--- src/rtl/uart_tx.sv ---
// UART transmitter: 8N1/8N2 frames, LSB first, one bit per TICKS_PER_BIT clocks.
// A one-entry holding register lets the host queue the next byte so frames go out gap-free.
module uart_tx #(
   parameter int unsigned TICKS_PER_BIT = 16,
   parameter int unsigned STOP_BITS     = 1
) (
   input  logic       sys_clk,
   input  logic       reset_n,
   input  logic [7:0] data_in,
   input  logic       data_valid,
   output logic       data_ready,
   output logic       TX,
   output logic       tx_busy,
   output logic       tx_done
);

   localparam int unsigned   TW          = $clog2(TICKS_PER_BIT);
   localparam logic [TW-1:0] TICK_LAST   = TW'(TICKS_PER_BIT - 1);
   localparam logic [TW-1:0] TICK_PENULT = TW'(TICKS_PER_BIT - 2);
   localparam logic          STOP_LAST   = 1'(STOP_BITS - 1);

   typedef enum logic [1:0] {StIdle, StStart, StData, StStop} state_e;

   state_e        state_q;
   logic [TW-1:0] tick_q;
   logic [2:0]    bit_q;
   logic          stop_q;
   logic [7:0]    shift_q;
   logic [7:0]    hold_q;
   logic          hold_full_q;

   logic tick_end;
   logic frame_end;
   logic accept;
   logic load;

   assign tick_end   = (tick_q == TICK_LAST);
   assign frame_end  = (state_q == StStop) && tick_end && (stop_q == STOP_LAST);
   assign accept     = data_valid && !hold_full_q;
   assign load       = hold_full_q && ((state_q == StIdle) || frame_end);
   assign data_ready = ~hold_full_q;

   always_ff @(posedge sys_clk or negedge reset_n) begin
      if (!reset_n) begin
         state_q     <= StIdle;
         tick_q      <= '0;
         bit_q       <= '0;
         stop_q      <= 1'b0;
         shift_q     <= '0;
         hold_q      <= '0;
         hold_full_q <= 1'b0;
         TX          <= 1'b1;
         tx_busy     <= 1'b0;
         tx_done     <= 1'b0;
      end else begin
         // A load and an accept can never coincide: accept needs the hold empty.
         if (load) begin
            hold_full_q <= 1'b0;
         end else if (accept) begin
            hold_full_q <= 1'b1;
            hold_q      <= data_in;
         end

         tx_done <= 1'b0;

         unique case (state_q)
            StIdle: begin
               if (hold_full_q) begin
                  state_q <= StStart;
                  shift_q <= hold_q;
                  tick_q  <= '0;
                  TX      <= 1'b0;
                  tx_busy <= 1'b1;
               end
            end
            StStart: begin
               if (tick_end) begin
                  state_q <= StData;
                  tick_q  <= '0;
                  bit_q   <= '0;
                  TX      <= shift_q[0];
               end else begin
                  tick_q <= tick_q + TW'(1);
               end
            end
            StData: begin
               if (tick_end) begin
                  tick_q <= '0;
                  bit_q  <= bit_q + 3'd1;
                  if (bit_q == 3'd7) begin
                     state_q <= StStop;
                     stop_q  <= 1'b0;
                     TX      <= 1'b1;
                  end else begin
                     shift_q <= shift_q >> 1;
                     TX      <= shift_q[1];
                  end
               end else begin
                  tick_q <= tick_q + TW'(1);
               end
            end
            StStop: begin
               // Registered pulse: raise it one edge early so it lands on the final stop cycle.
               if ((tick_q == TICK_PENULT) && (stop_q == STOP_LAST)) begin
                  tx_done <= 1'b1;
               end
               if (tick_end) begin
                  tick_q <= '0;
                  if (stop_q != STOP_LAST) begin
                     stop_q <= 1'b1;
                  end else if (hold_full_q) begin
                     state_q <= StStart;
                     shift_q <= hold_q;
                     TX      <= 1'b0;
                  end else begin
                     state_q <= StIdle;
                     tx_busy <= 1'b0;
                  end
               end else begin
                  tick_q <= tick_q + TW'(1);
               end
            end
            default: state_q <= StIdle;
         endcase
      end
   end

endmodule
--- config.mk ---
export PLATFORM = sky130hd
export DESIGN_NAME = uart_tx
export DESIGN_NICKNAME = d
export VERILOG_FILES = /design/src/rtl/uart_tx.sv
export SDC_FILE = /design/constraint.sdc
export NUM_CORES = 1
export LEC_CHECK = 0
export ABC_AREA = 1
export BUFFER_PORTS_ARGS = -buffer_cell sky130_fd_sc_hd__buf_4
export CORE_MARGIN = 2
export CORE_UTILIZATION = 50
export DETAILED_ROUTE_END_ITERATION = 12
export MAX_ROUTING_LAYER = met4
export PLACE_DENSITY = 0.78
export SETUP_SLACK_MARGIN = 0.02
export SYNTH_ARGS = -nofsm -noshare
export SYNTH_HDL_FRONTEND = slang
export SYNTH_SLANG_ARGS = --single-unit
export TNS_END_PERCENT = 30
--- constraint.sdc ---
create_clock -name sys_clk -period 1.5 [get_ports sys_clk]
set_input_delay 0.15 -clock sys_clk [delete_from_list [all_inputs] [get_ports sys_clk]]
set_output_delay 0.15 -clock sys_clk [all_outputs]
set_load 0.005 [all_outputs]
## Word-level counts from Yosys, hierarchy flattened

Cells that the tools add are included.

- Reduce and logical (&&, ||, !) cells: 21
- Equal/unequal tests: 14
- Mux-type cells: 41
- Bitwise gates (word level): 3
- $add $sub $neg: 2

Operators with widths:

| operator | number |
|---|---|
| 2-to-1 mux 8 bit | 5 |
| one-hot mux 8 bit (3 select lines) | 1 |
| 2-to-1 mux 1 bit | 19 |
| inequality test 2 bit (second input constant) | 8 |
| 2-to-1 mux 2 bit | 6 |
| AND reduction 5 bit | 2 |
| equality test 4 bit (second input constant) | 2 |
| 2-to-1 mux 4 bit | 2 |
| one-hot mux 2 bit (4 select lines) | 1 |
| one-hot mux 4 bit (2 select lines) | 1 |
| AND reduction 4 bit | 2 |
| nonzero test 2 bit | 4 |
| 2-to-1 mux 3 bit | 2 |
| one-hot mux 3 bit (2 select lines) | 1 |
| AND reduction 6 bit | 1 |
| logical AND 1 bit | 5 |
| adder 4 x 1 -> 4 bit (second input constant) | 1 |
| equality test 2 bit (second input constant) | 2 |
| one-hot mux 1 bit (2 select lines) | 2 |
| one-hot mux 1 bit (4 select lines) | 1 |
| adder 3 x 1 -> 3 bit (second input constant) | 1 |
| equality test 3 bit (second input constant) | 1 |
| inverter 1 bit | 3 |
| AND reduction 3 bit | 1 |
| 7 further kinds | 7 |

- Logic and storage cells: 91
- Bits in registers: 30
- Input port bits: 11
- Output and inout bits: 4

## Logic depth before layout (Yosys ltp)

- Word-level depth: 7
- Mapped depth: 9

## Worst setup path before layout

OpenSTA, ideal clock, no wires.

- Path type: register to register
- From: register state_q[0]
- To: register shift_q[0]
- Path slack: 0.069 ns
- Data required time: 1.383 ns
- Path buffers: 1
- Arrival: 1.315 ns
- Period minus slack after synthesis: 1.431 ns
- Setup time: 0.117 ns
- Cell stages (with the launch flop): 10
- Path through: dfrtp_1 > inv_1 > ha_1 > buf_6 > inv_2 > nand2_1 > nand2_4 > nand3_4 > nand2_1 > nand2_1

- Longest elaborated chain between the ends: 3

RTL lines:

| element | line | text |
|---|---|---|
| start, declared | 24 | `state_e state_q;` |
| start signal, assigned | 45 | `state_q <= StIdle;` |
| start signal, assigned | 69 | `state_q <= StStart;` |
| start signal, assigned | 78 | `state_q <= StData;` |
| equality test 2 bit / zero test 2 bit (equally long branches) | 66 | `unique case (state_q)` |
| inequality test 2 bit (no source line) / nonzero test 3 bit (equally long branches) | -- |  |
| AND reduction 5 bit (no source line) | -- |  |
| end signal, assigned | 70 | `shift_q <= hold_q;` |
| end signal, assigned | 95 | `shift_q <= shift_q >> 1;` |
| end signal, assigned | 113 | `shift_q <= hold_q;` |
| end, declared | 28 | `logic [7:0] shift_q;` |

Parallel ways exist; a longest one is shown, timed or not.
A chain may end at the register's enable or synchronous reset.

## Final worst setup path

- From: register state_q[1]
- To: register shift_q[5]

Same word-level chain as after synthesis.

==> impl_metrics.csv <==
group,metric,value,unit
clock_tree,clk_latency_worst_skew_pair,330,ps
detailed_routing,dr_total_vias,1320,
layout,fill_cells,257,
synth,synth_largest_type_area_fraction,45.02,%
setup_path,worst_r2r_path_depth,7,
synth,synth_mux_area_share,0,%
synth,synth_top_area_cell,"dfrtp_1",
clock_tree,clock_transition_at_the_registers_of_the_reported_paths,90,ps
detailed_routing,drt_pass1_iterations,4,
global_routing,grt_start_max_net_pins,30,
floorplanning,dieWidth,59.80,um
floorplanning,floorplan.die.height,59.80,um
synth,synth_top_family_by_area,"simple AND/OR/NAND/NOR gates",
layout,layout.nets,243,
clock_tree,cts_root_buf,"clkbuf_4",
setup_path,timing.rr.start,"state_q[1]$_DFFE_PN0P_",
layout,number_of_diodes_added_for_antenna_fixing,0,
pwr,total_leakage_power,0.9919,nW
clock_tree,numCtsBuffers,5,
sta,max_freq,705.9,MHz
setup_path,worst_ep_required_time,1780,ps
setup_path,reg2reg_to,"shift_q[5]$_DFFE_PN0P_",
synth,post_synth_fa_ha_maj_area_fraction,8.039,%
floorplanning,rows,20,
sta,layout_worst_path_cycle_share,94.44,%
sta,minimum_hold_slack,41.74,ps
sta,min_period,1417,ps
detailed_routing,postRouteWirelength,3.123,mm
synth,area_fraction_in_compound_gates_after_synthesis,6.511,%
sta,final_critical_path_setup_slack,83.36,ps
place,gp_routability_congestion,0.8067,
synth,synth_area_per_cell,8.149,um^2
setup_path,reg2reg_setup_slack,80,ps
synth,synth_seq_cells,29,
synth,synth-seq-area-share,46.70,%
sta,report.final.setup_viol,0,
place,port-buffer-count,14,
sta,transition_time_at_the_pin_with_the_least_slew_margin,410.9,ps
place,post-place-ws,-51.53,ps
synth,synthDistinctLibCells,21,
synth,synth_enable_flop_cells,0,
setup_path,timing.setup.critical_path_class,"reg2reg",
sta,rsz0062_at_grt,"yes",
layout,synthToLayoutAreaGrowth,23.47,%
layout,layout-drive-gt1-share,27.35,%
clock_tree,clkSinkCount,29,
global_routing,grtUsageTotal,20.31,%
synth,netlist_area,1556,um^2
floorplanning,fp.coreArea,3003,um^2
synth,share_of_flip_flops_with_an_asynchronous_set_or_reset,100.0,%
sta,finalHoldViolCount,0,
floorplanning,io-pin-count,15,
outcome,status,"finished clean",
synth,synth_top_cells_by_area,"dfrtp_1 45%, nand2_1 17%, ha_1 8.0%",
synth,synthesis.nets,212,
synth,ys_top_cells_by_count,"69 x nand2_1, 28 x dfrtp_1, 23 x nand3_1, 15 x inv_1",
layout,final_design_area_no_fill,1922,um^2
worst_hold_path,holdCritPathClass,"in2reg",
detailed_routing,drt-wirelength-per-cell,12.20,um
setup_path,timing.critical_path.arrival,1690,ps
floorplanning,initial_utilization,51.83,%
pwr,powerDensity,811.8,nW/um^2
synth,synth_warnings,0,
clock_tree,cts.path.max_buffers,2,
synth,xor_xnor_share_of_the_synthesized_area,0.5627,%
floorplanning,fp.dieArea,3575,um^2
clock_tree,clock_tree.htree_level_count,2,
setup_path,cp-startpoint,"state_q[1]$_DFFE_PN0P_",
setup_path,critical_path.max_fanout,8,
global_routing,grt_first_pass_wirelength,5.140,mm
global_routing,grt_pass1_vias,1177,
detailed_routing,initialDrtViolationCount,48,
place,detailedPlacementHpwl,2.029,mm
synth,dominantRegCellSynth,"dfrtp_1",
setup_path,critPathLaunchType,"register",
setup_path,worstSetupEndpoint,"shift_q[5]$_DFFE_PN0P_",
detailed_routing,total_drc_errors_in_the_routed_layout,0,
detailed_routing,remaining_antenna_violation_count_after_routing,0,
setup_path,worst_setup_path_end_kind,"register",
synth,yosys.area_share.simple,32.32,%
sta,skew,2.406,ps
synth,netlist_instances,191,
global_routing,antenna_violations_before_repair,0,
place,dpl-instance-area,1728,um^2
sta,final-max-slew-violation-count,0,
detailed_routing,post_drt_via_cell_ratio,5.156,
synth,post-synth-top-count-cell,"nand2_1",
global_routing,residual_overflow_from_global_routing,0,
clock_tree,tritoncts,"yes",
sta,worst_slew_margin_relative_to_its_limit,72.54,%
run,drv.max_cap_violation_count,0,
pwr,maximum_vdd_drop,0.7284,mV
## layout make-up
type	instances	area, um^2	area share [%]
multi-input combinational	142	802.0	41.73
clock inverter	1	5.005	0.2604
sequential	29	726.9	37.83
timing repair buffer	27	217.7	11.33
tap	33	41.29	2.148
clock buffer	7	65.06	3.385
inverter	17	63.81	3.320
## worst max-delay path: stages, from the launching register on
cell     delay, ps
dfrtp_1        430
buf_4          160
ha_2           210
nand2_2         80
o21ai_2         70
nor2_4         220
nand3_1        110
nand2_1         80
## logic make-up after synthesis
kind of cell             after synthesis
AND/OR/NAND/NOR                      112
flip-flops                            29
buffers and inverters                 20
AO/OA/AOI/OAI                         19
adder cells (fa/ha/maj)               10
XOR/XNOR                               1
## worst min-delay path by stage
stage	start	to	depth (start not counted)
after global placement	reset_n	hold_q[0]$_DFFE_PN0P_	1
after detailed placement	reset_n	hold_q[0]$_DFFE_PN0P_	1
after floorplan	reset_n	bit_q[0]$_DFFE_PN0P_	0
final	data_in[0]	hold_q[0]$_DFFE_PN0P_	3
after global routing	data_in[2]	hold_q[2]$_DFFE_PN0P_	3
after CTS	data_in[0]	hold_q[0]$_DFFE_PN0P_	3
## per-layer routing
layer	global-route usage, %	wire length [um]	share of wire [%]
met5	-	0	0
met4	7.619	61	2.0
met3	6.494	114	3.7
met2	29.35	1549	50
met1	26.63	1398	45
## power breakdown
part | internal, W | leakage (nW) | total (W) | switching [W]
logic | 0.0000531 | 0.610 | 0.000126 | 0.0000728
clock network | 0.000271 | 0.0413 | 0.000550 | 0.000279
registers | 0.000853 | 0.341 | 0.000884 | 0.0000311
## flip-flops by register name, summed over array words and instances (netlist names), 2 cells and up
signal   cells
state_q      2
bit_q        3
tick_q       4
hold_q       8
shift_q      8
## placed cells by master (no fill, tap or decap), drive strengths merged
cell type / n
o21bai: 1
nand2: 71
o21ai: 13
dfrtp: 28
nand3b: 1
a21oi: 5
dlygate4sd3: 1
clkinv: 1
inv: 17
dfstp: 1
nor2: 13
xnor2: 1
buf: 26
nand3: 25
clkbuf: 7
ha: 10
nand4: 2
## through the flow
step	power (W)	util, %	setup TNS, ps	instances
floorplan	0.0009662	-	0	191
global route	0.001638	64.00	-56.67	256
finish	0.001560	64.00	0	256
CTS	0.001575	60.88	0	253
detailed placement	0.001024	57.54	-174.0	242
global placement	0.001020	57.54	0	242
## timing repair
item / CTS / global route
pin swaps: 3 / 4
buffers inserted: 2 / 3
cloned: 0 / 0
endpoints found under the setup margin: 8 / 16
hold buffers: 1 / 0
endpoints found under the hold margin: 28 / 0
resized for setup: 3 / 19
Power figures use the tool's default switching activity.
